[config.mk]
export PLATFORM = sky130hd
export DESIGN_NAME = tnoc_output_port_scheduler
export DESIGN_NICKNAME = d
export VERILOG_FILES = /design/src/rtl/tnoc_output_port_scheduler.sv
export SDC_FILE = /design/constraint.sdc
export NUM_CORES = 1
export LEC_CHECK = 0
export CAP_MARGIN = 25
export CELL_PAD_IN_SITES_DETAIL_PLACEMENT = 0
export CELL_PAD_IN_SITES_GLOBAL_PLACEMENT = 1
export CORE_MARGIN = 2
export CORE_UTILIZATION = 50
export CTS_CLUSTER_DIAMETER = 60
export DETAILED_ROUTE_END_ITERATION = 7
export DONT_BUFFER_PORTS = 1
export PLACE_DENSITY = 0.92
export SETUP_SLACK_MARGIN = 0.2
export SYNTH_ARGS = -nofsm -noshare
export SYNTH_HDL_FRONTEND = slang
export SYNTH_SLANG_ARGS = --single-unit
[constraint.sdc]
create_clock -name clk -period 10.3 [get_ports clk]
set_input_delay 1.545 -clock clk [delete_from_list [all_inputs] [get_ports clk]]
set_output_delay 1.545 -clock clk [all_outputs]
set_load 0.05 [all_outputs]
[src/rtl/tnoc_output_port_scheduler.sv]
// tnoc_output_port_scheduler
//   Per-output-port scheduler for the 5x5 router crossbar. The scheduler shares
//   one output port between the input blocks and their virtual channels. It
//   allocates the port per packet: the winner keeps the port until its tail
//   flit is transferred. It also tracks downstream credits per VC.
//
//   Arbitration has two round-robin levels. The first level picks a VC, starting
//   at the VC pointer. The second level picks a requester inside that VC,
//   starting at that VC's requester pointer. A VC is only eligible while it has
//   at least one credit.
//
// Ports
//   clk, rst            : clock, synchronous active-high reset
//   i_request           : bit c*REQUESTERS+r set -> requester r has a head on VC c
//   i_tail              : presented flit of requester r is a tail
//   i_transfer          : one flit moved through the port this cycle
//   i_credit_return     : downstream freed one slot of VC c
//   o_grant / o_grant_vc: one-hot winner / its VC (zero when idle)
//   o_busy              : a packet holds the port
//   o_credit_available  : credit[c] > 0
//   o_error             : (TNOC_SCHEDULER_ERROR_STATUS_EN only)
//                         [0] sticky underflow, [1] sticky overflow
module tnoc_output_port_scheduler #(
    parameter int REQUESTERS = 5,
    parameter int CHANNELS   = 2,
    parameter int CREDITS    = 4
) (
    input  logic                           clk,
    input  logic                           rst,
    input  logic [CHANNELS*REQUESTERS-1:0] i_request,
    input  logic [REQUESTERS-1:0]          i_tail,
    input  logic                           i_transfer,
    input  logic [CHANNELS-1:0]            i_credit_return,
    output logic [REQUESTERS-1:0]          o_grant,
    output logic [CHANNELS-1:0]            o_grant_vc,
    output logic                           o_busy,
    output logic [CHANNELS-1:0]            o_credit_available
`ifdef TNOC_SCHEDULER_ERROR_STATUS_EN
    ,
    output logic [1:0]                     o_error
`endif
);

    localparam int CW = $clog2(CREDITS + 1);
    localparam int RW = (REQUESTERS > 1) ? $clog2(REQUESTERS) : 1;
    localparam int VW = (CHANNELS > 1) ? $clog2(CHANNELS) : 1;

    typedef enum logic {IDLE, LOCKED} state_t;

    state_t                             state_q, state_d;
    logic [REQUESTERS-1:0]              grant_q, grant_d;
    logic [CHANNELS-1:0]                grant_vc_q, grant_vc_d;
    logic [RW-1:0]                      win_q, win_d;       // index of granted requester
    logic [VW-1:0]                      vc_q, vc_d;         // index of granted VC
    logic [VW-1:0]                      vc_ptr_q, vc_ptr_d;
    logic [CHANNELS-1:0][RW-1:0]        req_ptr_q, req_ptr_d;
    logic [CHANNELS-1:0][CW-1:0]        credit_q, credit_d;
    logic [1:0]                         err_q, err_d;

    logic tail_xfer;
    logic found_vc, found_r;
    int   pick_vc, pick_r, idx;
    logic dec, inc;

    always_comb begin
        state_d    = state_q;
        grant_d    = grant_q;
        grant_vc_d = grant_vc_q;
        win_d      = win_q;
        vc_d       = vc_q;
        vc_ptr_d   = vc_ptr_q;
        req_ptr_d  = req_ptr_q;
        credit_d   = credit_q;
        err_d      = err_q;
        found_vc   = 1'b0;
        found_r    = 1'b0;
        pick_vc    = 0;
        pick_r     = 0;
        idx        = 0;
        dec        = 1'b0;
        inc        = 1'b0;

        tail_xfer = (state_q == LOCKED) && i_transfer && i_tail[win_q];

        // A transfer while idle is not charged to any VC.
        if (state_q == IDLE && i_transfer) err_d[0] = 1'b1;

        // Credit update: simultaneous take and return cancel out, and both ends saturate.
        for (int c = 0; c < CHANNELS; c++) begin
            dec = (state_q == LOCKED) && i_transfer && (vc_q == VW'(c));
            inc = i_credit_return[c];
            if (dec && !inc) begin
                if (credit_q[c] == '0) err_d[0] = 1'b1;
                else                   credit_d[c] = credit_q[c] - 1'b1;
            end else if (inc && !dec) begin
                if (credit_q[c] == CW'(CREDITS)) err_d[1] = 1'b1;
                else                             credit_d[c] = credit_q[c] + 1'b1;
            end
        end

        // The tail moves both pointers past the winner before re-arbitration.
        if (tail_xfer) begin
            req_ptr_d[vc_q] = (win_q == RW'(REQUESTERS - 1)) ? '0 : win_q + 1'b1;
            vc_ptr_d        = (vc_q == VW'(CHANNELS - 1))   ? '0 : vc_q + 1'b1;
        end

        // Eligibility uses the post-transfer credits, so a VC whose last credit
        // was just consumed is skipped.
        for (int i = 0; i < CHANNELS; i++) begin
            idx = (int'(vc_ptr_d) + i) % CHANNELS;
            if (!found_vc && (|i_request[idx*REQUESTERS +: REQUESTERS]) && credit_d[idx] != '0) begin
                found_vc = 1'b1;
                pick_vc  = idx;
            end
        end
        for (int j = 0; j < REQUESTERS; j++) begin
            idx = (int'(req_ptr_d[pick_vc]) + j) % REQUESTERS;
            if (!found_r && i_request[pick_vc*REQUESTERS + idx]) begin
                found_r = 1'b1;
                pick_r  = idx;
            end
        end

        if (state_q == IDLE || tail_xfer) begin
            grant_d    = '0;
            grant_vc_d = '0;
            if (found_vc) begin
                state_d             = LOCKED;
                grant_d[pick_r]     = 1'b1;
                grant_vc_d[pick_vc] = 1'b1;
                win_d               = RW'(pick_r);
                vc_d                = VW'(pick_vc);
            end else begin
                state_d = IDLE;
                win_d   = '0;
                vc_d    = '0;
            end
        end
    end

    always_ff @(posedge clk) begin
        if (rst) begin
            state_q    <= IDLE;
            grant_q    <= '0;
            grant_vc_q <= '0;
            win_q      <= '0;
            vc_q       <= '0;
            vc_ptr_q   <= '0;
            req_ptr_q  <= '0;
            for (int c = 0; c < CHANNELS; c++) credit_q[c] <= CW'(CREDITS);
            err_q      <= '0;
        end else begin
            state_q    <= state_d;
            grant_q    <= grant_d;
            grant_vc_q <= grant_vc_d;
            win_q      <= win_d;
            vc_q       <= vc_d;
            vc_ptr_q   <= vc_ptr_d;
            req_ptr_q  <= req_ptr_d;
            credit_q   <= credit_d;
            err_q      <= err_d;
        end
    end

    assign o_grant    = grant_q;
    assign o_grant_vc = grant_vc_q;
    assign o_busy     = (state_q == LOCKED);
    always_comb begin
        for (int c = 0; c < CHANNELS; c++) o_credit_available[c] = (credit_q[c] != '0);
    end

`ifdef TNOC_SCHEDULER_ERROR_STATUS_EN
    assign o_error = err_q;
`else
    logic unused_err;
    assign unused_err = ^err_q;
`endif

endmodule

## Word level (Yosys, flattened, before mapping)

Cells that the tools add are included.

- Bits in registers: 25
- Input port bits: 20
- Word-level logic and storage cells: 154

- Add/sub/neg operators: 16
- Multipliers: 3
- Div/mod/pow operators: 5
- Magnitude comparators: 14
- Eq/ne operators: 3
- Shift-type cells: 2
- Muxes and demuxes: 62
- Bitwise gates (word level): 3
- Reductions and logical operators: 36

Operator list:

| kind | number |
|---|---|
| 32-bit two-way mux | 6 |
| 32-bit adder | 5 |
| 32-bit by 6-bit < comparator with 1-bit output, second input constant | 5 |
| 32-bit by 4-bit remainder unit with 32-bit output, second input constant | 4 |
| 32-bit by 1-bit >= comparator with 1-bit output, second input constant | 2 |
| 3-bit two-way mux | 19 |
| 32-bit by 3-bit < comparator with 1-bit output, second input constant | 1 |
| 32-bit by 5-bit < comparator with 1-bit output, second input constant | 1 |
| 4-bit by 4-bit remainder unit with 32-bit output, second input constant | 1 |
| 32-bit by 4-bit multiplier with 32-bit output, second input constant | 1 |
| 1-bit two-way mux | 24 |
| 1-bit binary-select mux with 4-bit select | 5 |
| 1-bit logical AND | 18 |
| 3-bit nonzero test | 4 |
| 5-bit OR reduction | 2 |
| 10-bit by 5-bit indexed part select with 5-bit output | 1 |
| 10-bit by 6-bit indexed part select with 5-bit output | 1 |
| 3-bit by 1-bit adder with 3-bit output, second input constant | 3 |
| 3-bit == test, second input constant | 3 |
| 1-bit logical NOT | 9 |
| 3-bit by 2-bit adder with 4-bit output, second input constant | 2 |
| 6-bit bitwise mux | 1 |
| 3-bit logical NOT | 2 |
| 2-bit by 4-bit multiplier with 6-bit output, second input constant | 1 |
| 19 further kinds | 23 |

## Logic depth before layout (Yosys ltp)

Gate-level depths: netlist (run 1).

- Word-level depth: 41
- Mapped depth: 39
- Depth with buffers taken out: 37

## Worst setup path before layout (run 1)

No wires, ideal clock.

- Path kind: input -> register
- Start: input i_transfer
- End: register grant_q[0] (netlist: o_grant[0])
- Library setup time: 87 ps
- Arrival time: 9052 ps
- Setup slack: 1161 ps
- Stages on the path: 36
- Path buffers: 3
- Cell sequence: buf_2 -> and3b_4 -> and3_1 -> or3_4 -> a211oi_4 -> o211ai_4 -> a2bb2oi_1 -> clkbuf_1 -> inv_1 -> ha_1 -> inv_1 -> ha_1 -> clkbuf_1 -> inv_1 -> ha_1 -> or3_1 -> nand2_1 -> xnor2_1 -> ha_1 -> o21ai_0 -> nand2_1 -> nand2_1 -> or2_2 -> nor2_1 -> a21oi_1 -> xnor2_1 -> ha_1 -> ha_1 -> mux4_2 -> mux2i_1 -> mux2i_1 -> or2_2 -> a21oi_1 -> and3_1 -> o2111ai_2 -> o31ai_1

- Longest elaborated chain between the ends: 41
- Elaborated cells between the ends (all ways): 96
- Those cells by class: add/sub (10); mul (3); div (5); order compare (2); shift (2); mux (45); bitwise (1); reduce/logical (28)

Ends and longest elaborated chain:

| item | line | text |
|---|---|---|
| start, declared | 32 | `input logic i_transfer,` |
| 1-bit logical AND * | 83, 90 |  |
| parallel branches: the longest is 40 deep, another holds 2-bit by 4-bit multiplier with 6-bit output | n/a |  |
| end signal, assigned | 154 | `grant_q <= grant_d;` |
| end, declared | 51 | `logic [REQUESTERS-1:0] grant_q, grant_d;` |

Every way passes the cells marked *. The select of a mux whose other input is x is not followed.
A chain may end at the register's enable or synchronous reset.

## Worst setup path after layout (run 1)

Same ends and word-level chain as after synthesis.

==> flow_metrics.py, run 1 <==
metrics = {
    "clocking": {
        "postCtsHoldBufs": 0,
        "htree_levels": 1,
        "cts_tree": "done",
        "post_cts_buffers": 0,
        "clk_latency_ns": 0.26,
        "tritoncts_num_sinks": 24,
        "cts_buffers": 3,
        "cts-root-buf": "clkbuf_8",
        "cts_buffer_depth": 2,
        "clk_pin_slew_worst_paths_ns": 0.09,
    },
    "timing": {
        "relSlewSlack_pct": 36.3,
        "layout_min_cycle_time_ns": 9.47,
        "fin_hold_ws_ns": 0.473,
        "fin_skew_ns": 0.00175,
        "fmax_mhz": 106,
        "period_share_pct": 91.9,
        "worstMarginPinSlew_ns": 0.956,
        "finalSetupTns_ns": 0,
        "finalSetupViolCount": 0,
        "maxSlewViolCount": 0,
        "rsz0062_at_grt": "false",
        "hold_viol": 0,
    },
    "yosys": {
        "yosys_warnings": 0,
        "synth-seq-cells": 24,
        "async_flop_share_pct": 0,
        "syn_avg_cell_area_um2": 7.82,
        "synth.distinct_cells": 99,
        "synthesis.nets": 655,
        "ys_seq_area_share_pct": 10.5,
        "synth_edf_count": 0,
        "synthFlopType": "dfxtp_1",
        "postSynthCellCount": 587,
        "syn_area_mm2": 0.00459,
    },
    "worst_setup_path": {
        "endpoint_kind": "flip-flop",
        "timing.rr.end": "o_grant[0]",
        "r2r_slack_ns": 1.07,
        "crit_path_max_fanout": 18,
        "crit_slowest_cell": "mux4_2",
        "r2r_start": "credit_q[1]",
        "worstSetupStartpointType": "primary input",
        "crit_top_cell": "ha_1",
        "worstRegToRegCells": 33,
        "critPathMaxStageDelay_ns": 0.50,
        "critPathKind": "primary input to flip-flop",
        "cp.required_ns": 10.48,
        "cp.arrival_ns": 9.65,
    },
    "global_route": {
        "antenna_found_initial": 0,
        "grt_first_pass_wirelength_um": 21600,
        "grt_overflow": 0,
        "grt_usage_pct": 26.1,
        "grt_max_degree": 25,
        "grt_pass1_vias": 4325,
    },
    "final_layout": {
        "layout_common_cells": "nor2_1 (53), ha_1 (48), nand2_1 (47), inv_1 (44), a21oi_1 (35)",
        "diodes": 0,
        "area_growth_syn_to_layout_pct": 4.39,
        "nNetsFinal": 649,
        "final_common_cell": "nor2_1",
        "drive_gt1_share_pct": 14.3,
    },
    "floorplan": {
        "die_h_um": 99.8,
        "initial_core_util_pct": 52.1,
        "rows": 34,
        "die_x_um": 99.8,
        "die_area_mm2": 0.00997,
        "ios": 30,
        "core_mm2": 0.00881,
    },
    "routing": {
        "drc": 0,
        "vias": 4593,
        "ant_nets": 0,
        "drt_iter0_drc": 301,
        "vias_per_cell": 6.68,
        "dr.pass1.iters": 7,
        "wl_per_cell_um": 18.8,
        "routed_wl_um": 12900,
    },
    "power_and_ir_drop": {
        "leakage_uw": 0.00195,
        "powerDensity_mw_per_mm2": 320,
        "peakVddDrop_v": 0.000200,
    },
    "hold_path": {
        "hold_end": "vc_ptr_q",
        "hold_path.class": "flip-flop to flip-flop",
        "min_delay_path_depth": 2,
        "min_from": "vc_ptr_q",
    },
    "placement": {
        "io_buffers": 0,
        "gp_congestion": 0.951,
        "dp_hpwl_um": 10200,
    },
    "status": {
        "status": "finished, final reports clean",
    },
    "run": {
        "drv_cap": 0,
    },
}
-- cell type report --
cell class	count	area, um^2
well taps	108	135
flip-flops and latches	24	480
repair buffers	9	67.6
fillers	878	4010
clock buffers	3	41.3
multi-input cells	495	3860
clock inverters	1	30.0
inverters	48	183
-- layer usage --
layer	routed length, um	part of all wire [%]	vias up	global-route usage, %
met3	827	6.4	24	3.13
met1	5660	44	2186	34.1
met4	309	2.4	0	7.48
met2	6150	47	175	45.5
met5	0	0	-	0
li1	-	-	2208	-
-- logic make-up (layout without fill, tap and decap cells) --
kind of cell               Yosys count  count (layout)  synth area share, %
adders and majority gates           48              48                 13.1
buffers and inverters               68              61                 5.89
muxes                               44              44                 13.1
and+or+nand+nor                    198             198                 21.9
xor gates and xnor gates            20              20                 3.81
DFF                                 24              24                 10.5
AOI/OAI and AO/OA                  185             185                 31.7
-- stage by stage --
step	instance area, um^2	setup slack (ns)	util, %	power [uW]	std cells
floorplan	4590	1.16	-	1160	587
global placement	4710	0.741	53.5	1400	684
detailed placement	4710	0.513	53.5	1420	684
CTS	4780	0.758	54.3	1510	688
global route	4790	0.255	54.4	1670	688
finish	4790	0.832	54.4	1530	688
-- report_power, final --
group	switching (uW)	internal, uW
sequential	30.2	107
combinational	756	560
clock	30.2	51.9
-- worst max-delay path by stage --
stage / cells after the start / to / startpoint / slack (ns)
floorplan: 36 / o_grant[0] / i_transfer / 1.16
CTS: 30 / o_grant[0] / i_tail[1] / 0.76
global placement: 30 / o_grant[4] / i_tail[1] / 0.74
global route: 30 / o_grant[4] / i_tail[1] / 0.25
finish: 31 / o_grant[0] / i_transfer / 0.83
detailed placement: 30 / o_grant[0] / i_tail[1] / 0.51
-- cell usage after synthesis, types with 4 or more instances --
| library cell | count | share of area, % |
|---|---|---|
| o21ai_1 | 6 | 0.65 |
| a21oi_1 | 35 | 3.8 |
| clkbuf_1 | 14 | 1.1 |
| or3_1 | 4 | 0.54 |
| xor2_1 | 6 | 1.1 |
| nor3_2 | 4 | 0.87 |
| a31oi_1 | 6 | 0.82 |
| o31ai_1 | 9 | 1.5 |
| a22oi_1 | 4 | 0.65 |
| inv_1 | 44 | 3.6 |
| o211a_1 | 4 | 0.87 |
| mux2_2 | 11 | 2.7 |
| ha_1 | 48 | 13 |
| a41oi_1 | 5 | 0.95 |
| nand2b_1 | 11 | 1.5 |
| xnor2_1 | 14 | 2.7 |
| nor2_1 | 53 | 4.3 |
| nand3_1 | 9 | 0.98 |
| mux4_2 | 10 | 4.9 |
| dfxtp_1 | 24 | 10 |
| a32oi_1 | 4 | 0.76 |
| o21ai_0 | 19 | 2.1 |
| nand3b_1 | 4 | 0.65 |
| nor2b_1 | 5 | 0.68 |
| o211ai_2 | 4 | 1.1 |
| or2_2 | 6 | 0.82 |
| nor3_1 | 22 | 2.4 |
| and2_1 | 5 | 0.68 |
| nor4_1 | 6 | 0.82 |
| o211ai_1 | 7 | 1.1 |
| a211oi_1 | 7 | 1.1 |
| nand2_1 | 47 | 3.8 |
| mux2i_1 | 20 | 4.4 |
| and3_1 | 6 | 0.82 |
| a21o_1 | 5 | 0.82 |
-- registers in the layout, summed over array words and instances (netlist names) --
register,flops
credit_q,6
o_busy,1
o_grant,5
o_grant_vc,2
req_ptr_q,6
vc_ptr_q,1
win_q,3
-- critical path, delay by kind of cell --
kind | cells | cell delay [ns]
compound gates | 12 | 2.67
xor+xnor | 2 | 0.63
fa+ha+maj | 4 | 1.40
buf+inv | 2 | 0.59
mux | 3 | 1.00
simple gates | 8 | 1.81
-- repair_timing --
item / 4_1_cts / 5_1_grt
resized for setup: 0 / 1
endpoints found under the hold margin: 0 / 0
setup endpoints to repair: 0 / 3
(Power assumes the default switching activity.)
==> run 2, diff against run 1 <==
Settings changed: PLACE_DENSITY 0.92 to 0.79.
==> run 2 against run 1 <==
Compared with the run above:
- clock power fell by 23%
- final area rose by 0.39%
- register-to-register slack improved by 0.30 ns
- largest cell class unchanged
- largest power group unchanged
==> flow_metrics.py, run 2 (same netlist as run 1, synthesis figures left out) <==
metrics = {
    "status": {
        "status": "finished, final reports clean",
    },
    "timing": {
        "setup_slack_ns": 1.11,
        "layout_min_cycle_time_ns": 9.19,
        "finalSetupViolCount": 0,
        "worstMarginPinSlew_ns": 0.724,
        "fmax_mhz": 109,
        "rsz0062_at_grt": "false",
        "period_share_pct": 89.3,
        "hold_viol": 0,
        "relSlewSlack_pct": 51.7,
        "maxSlewViolCount": 0,
        "fin_skew_ns": 0.00478,
        "finalSetupTns_ns": 0,
    },
    "worst_setup_path": {
        "crit_path_max_fanout": 18,
        "crit_slowest_cell": "mux4_2",
        "endpoint_kind": "flip-flop",
        "critPathKind": "primary input to flip-flop",
        "crit_top_cell": "ha_1",
        "critPathMaxStageDelay_ns": 0.51,
        "cp.required_ns": 10.48,
        "worstSetupStartpointType": "primary input",
        "cp.arrival_ns": 9.37,
    },
    "routing": {
        "wl_per_cell_um": 19.0,
        "vias_per_cell": 6.62,
        "drc": 0,
        "ant_nets": 0,
        "drt_iter0_drc": 294,
        "dr.pass1.iters": 5,
        "routed_wl_um": 13100,
        "vias": 4578,
    },
    "final_layout": {
        "fillers": 812,
        "final_common_cell": "nor2_1",
        "drive_gt1_share_pct": 15.2,
        "diodes": 0,
        "area_growth_syn_to_layout_pct": 4.80,
        "layout_common_cells": "nor2_1 (53), ha_1 (48), nand2_1 (47), inv_1 (44), a21oi_1 (35)",
        "nNetsFinal": 653,
    },
    "global_route": {
        "grt_max_degree": 25,
        "grt_usage_pct": 26.3,
        "grt_first_pass_wirelength_um": 21400,
        "grt_pass1_vias": 4337,
        "grt_overflow": 0,
        "antenna_found_initial": 0,
    },
    "clocking": {
        "post_cts_buffers": 0,
        "clk_latency_ns": 0.26,
        "cts_tree": "done",
        "htree_levels": 1,
        "cts_buffer_depth": 2,
        "tritoncts_num_sinks": 24,
        "cts-root-buf": "clkbuf_8",
        "postCtsHoldBufs": 0,
        "clk_pin_slew_worst_paths_ns": 0.08,
        "cts_buffers": 3,
    },
    "floorplan": {
        "die_x_um": 99.8,
        "rows": 34,
        "ios": 30,
        "initial_core_util_pct": 52.1,
        "core_mm2": 0.00881,
        "die_area_mm2": 0.00997,
        "die_h_um": 99.8,
    },
    "placement": {
        "io_buffers": 0,
        "gp_congestion": 0.985,
        "place_ws_ns": 0.587,
        "dp_hpwl_um": 10600,
    },
    "power_and_ir_drop": {
        "powerDensity_mw_per_mm2": 314,
        "peakVddDrop_v": 0.000212,
        "leakage_uw": 0.00198,
    },
    "run": {
        "drv_cap": 0,
    },
    "hold_path": {
        "hold_path.class": "flip-flop to flip-flop",
    },
}
-- run 2: final timing paths --
path | startpoint | to | slack (ns) | depth (start not counted)
setup / recovery | i_tail[1] | o_grant[4] | 1.11 | 32
hold / removal | vc_ptr_q | vc_ptr_q | 0.48 | 2
setup reg to reg | credit_q[0] | o_grant[4] | 1.37 | 34
hold reg to reg | vc_ptr_q | vc_ptr_q | 0.48 | 2
-- run 2: where the power goes --
part           internal, uW  switching, uW  total (uW)
Combinational           557            752        1310
Sequential              107           30.9         138
Clock                  34.1           28.9        63.0
-- run 2: critical path: cells and delay by family --
kind            cells  cell delay (ns)
simple gates        6             1.28
fa+ha+maj           4             1.22
mux                 4             1.37
buf+inv             3             0.65
compound gates     13             2.72
xor+xnor            2             0.57
-- run 2: stage by stage --
stage / power, uW / std cells / cell area (um^2) / hold slack, ns / util (%)
finish: 1510 / 692 / 4810 / 0.482 / 54.6
global route: 1650 / 692 / 4810 / 0.505 / 54.6
CTS: 1500 / 692 / 4800 / 0.482 / 54.5
detailed placement: 1430 / 688 / 4740 / 0.469 / 53.9
global placement: 1410 / 688 / 4740 / 0.454 / 53.9
floorplan: 1160 / 587 / 4590 / 0.450 / -
-- run 2: area by class of cell --
cell class                      count  area [um^2]  area share, %
Inverter                           48          183           3.80
Sequential cell                    24          480           9.98
Multi-Input combinational cell    495         3860           80.2
Tap cell                          108          135           2.81
Timing Repair Buffer               13         97.6           2.03
Clock buffer                        4         55.1           1.14
-- run 2: what timing repair did --
item | 4_1_cts | 5_1_grt
endpoints found under the setup margin | 0 | 4
resized for setup | 0 | 2
hold endpoints to repair | 0 | 0
-- run 2: metal layers --
metal / GRT usage, % / vias to the layer above / wire (um)
met3: 2.65 / 29 / 848
met5: 0 / - / 0
met4: 9.59 / 0 / 423
met1: 33.6 / 2157 / 5610
li1: - / 2219 / -
met2: 45.9 / 173 / 6260
==> run 3, diff against run 2 <==
Settings changed: REMOVE_ABC_BUFFERS set to 1.
==> run 3 against run 2 <==
Compared with the run above:
- sequential power is essentially flat
- highest routed layer unchanged
- largest cell class unchanged
- clock power is 2% higher
- critical endpoint is now o_grant[0]
- count of clock-buffer cells in the layout unchanged
==> flow_metrics.py, run 3 (same netlist as run 1, synthesis figures left out) <==
metrics = {
    "power_and_ir_drop": {
        "sw_frac_of_total_pct": 54.3,
        "combPwrFrac_pct": 86.7,
        "powerDensity_mw_per_mm2": 319,
        "internal-power_uw": 696,
        "pwr-share-seq_pct": 9.0,
        "peakVddDrop_v": 0.000212,
        "p_clk_share_pct": 4.2,
        "leakage_uw": 0.00195,
        "p_sw_uw": 828,
    },
    "timing": {
        "fin_skew_ns": 0.00719,
        "rsz0062_at_grt": "false",
        "worstMarginPinSlew_ns": 0.748,
        "maxSlewViolCount": 0,
        "layout_min_cycle_time_ns": 9.39,
        "fmax_mhz": 106,
        "period_share_pct": 91.2,
        "hold_viol": 0,
        "relSlewSlack_pct": 50.0,
        "finalSetupTns_ns": 0,
        "finalSetupViolCount": 0,
    },
    "routing": {
        "ant_nets": 0,
        "routed_wl_um": 13300,
        "dr.pass1.iters": 5,
        "vias": 4608,
        "vias_per_cell": 6.69,
        "drt_iter0_drc": 305,
        "wl_per_cell_um": 19.4,
        "drc": 0,
    },
    "status": {
        "status": "finished, final reports clean",
    },
    "worst_setup_path": {
        "crit_path_max_fanout": 10,
        "crit_top_cell": "ha_1",
        "crit_slowest_cell": "mux2i_2",
        "cp.arrival_ns": 9.57,
        "critPathMaxStageDelay_ns": 0.59,
        "critPathTopFamily": "compound AO/OA/AOI/OAI gates",
        "endpoint_kind": "flip-flop",
        "crit_buf_inv": 1,
        "r2r_slack_ns": 1.13,
        "critPathKind": "primary input to flip-flop",
        "worstSetupStartpointType": "primary input",
        "cp.required_ns": 10.48,
    },
    "floorplan": {
        "die_h_um": 99.8,
        "die_x_um": 99.8,
        "ios": 30,
        "core_mm2": 0.00881,
        "initial_core_util_pct": 52.1,
        "die_area_mm2": 0.00997,
        "rows": 34,
    },
    "placement": {
        "gp_congestion": 0.947,
        "dp_hpwl_um": 10700,
        "place_inst": 685,
        "io_buffers": 0,
    },
    "final_layout": {
        "nNetsFinal": 650,
        "drive_gt1_share_pct": 14.5,
        "diodes": 0,
        "layout_common_cells": "nor2_1 (53), ha_1 (48), nand2_1 (47), inv_1 (44), a21oi_1 (35)",
        "instances_no_fill": 689,
        "final_common_cell": "nor2_1",
        "area_growth_syn_to_layout_pct": 4.01,
    },
    "clocking": {
        "cts_resized": 0,
        "cts-root-buf": "clkbuf_8",
        "post_cts_buffers": 0,
        "cts_tree": "done",
        "cts_buffers": 3,
        "cts_buffer_depth": 2,
        "postCtsHoldBufs": 0,
        "clk_pin_slew_worst_paths_ns": 0.09,
        "htree_levels": 1,
        "tritoncts_num_sinks": 24,
        "clk_latency_ns": 0.27,
    },
    "hold_path": {
        "hold_path.class": "flip-flop to flip-flop",
    },
    "global_route": {
        "grt_max_degree": 25,
        "grt_pass1_vias": 4441,
        "antenna_found_initial": 0,
        "grt_usage_pct": 26.8,
        "grt_overflow": 0,
        "grt_first_pass_wirelength_um": 21900,
    },
    "run": {
        "drv_cap": 0,
    },
}
## run 3: cell types whose count changed in the layout (fill, tap and decap cells not counted)
cell	previous run	this run
xnor2_2	1	0
xnor2_1	13	14
buf_4	13	10
a221oi_1	2	3
a221oi_2	2	1
## run 3: final timing paths
path          startpoint  depth (start not counted)    endpoint
min             vc_ptr_q                          2    vc_ptr_q
max           i_transfer                         30  o_grant[0]
max reg2reg  credit_q[0]                         32  o_grant[0]
min reg2reg     vc_ptr_q                          2    vc_ptr_q
## run 3: area by class of cell
cell class                      instances  area (um^2)
Clock buffer                            4         55.1
Sequential cell                        24          480
Timing Repair Buffer                   10         75.1
Inverter                               48          183
Multi-Input combinational cell        495         3850
Fill cell                             855         4030
Tap cell                              108          135
## run 3: worst min-delay path, cell delays in order (launching register included)
cell and delay (ns):
dfxtp_1 0.32, nand2b_1 0.06, a21oi_1 0.06
## run 3: routing by layer
layer / share of wire (%) / global-route usage, % / wire length, um / vias to the layer above
li1: - / - / - / 2211
met3: 6.5 / 2.51 / 862 / 30
met1: 43 / 34.7 / 5800 / 2176
met2: 47 / 46.9 / 6320 / 191
met5: 0 / 0 / 0 / -
met4: 2.7 / 8.85 / 363 / 0
## run 3: power groups by stage
stage / clock (uW) / sequential, uW / combinational (uW)
4_1_cts: 65.6 / 138 / 1300
3_3_place_gp: 0 / 139 / 1270
5_1_grt: 70.6 / 140 / 1450
3_5_place_dp: 0 / 140 / 1290
2_1_floorplan: 0 / 135 / 1010
6_report: 64.5 / 137 / 1320
## run 3: metrics by stage
step	utilization, %	hold slack (ns)	area, um^2	worst slack [ns]	total power (uW)
global route	54.2	0.522	4780	0.336	1660
finish	54.2	0.478	4780	0.908	1520
detailed placement	53.6	0.464	4720	0.705	1430
global placement	53.6	0.453	4720	0.858	1410
floorplan	-	0.444	4500	1.06	1150
CTS	54.2	0.477	4780	0.958	1500
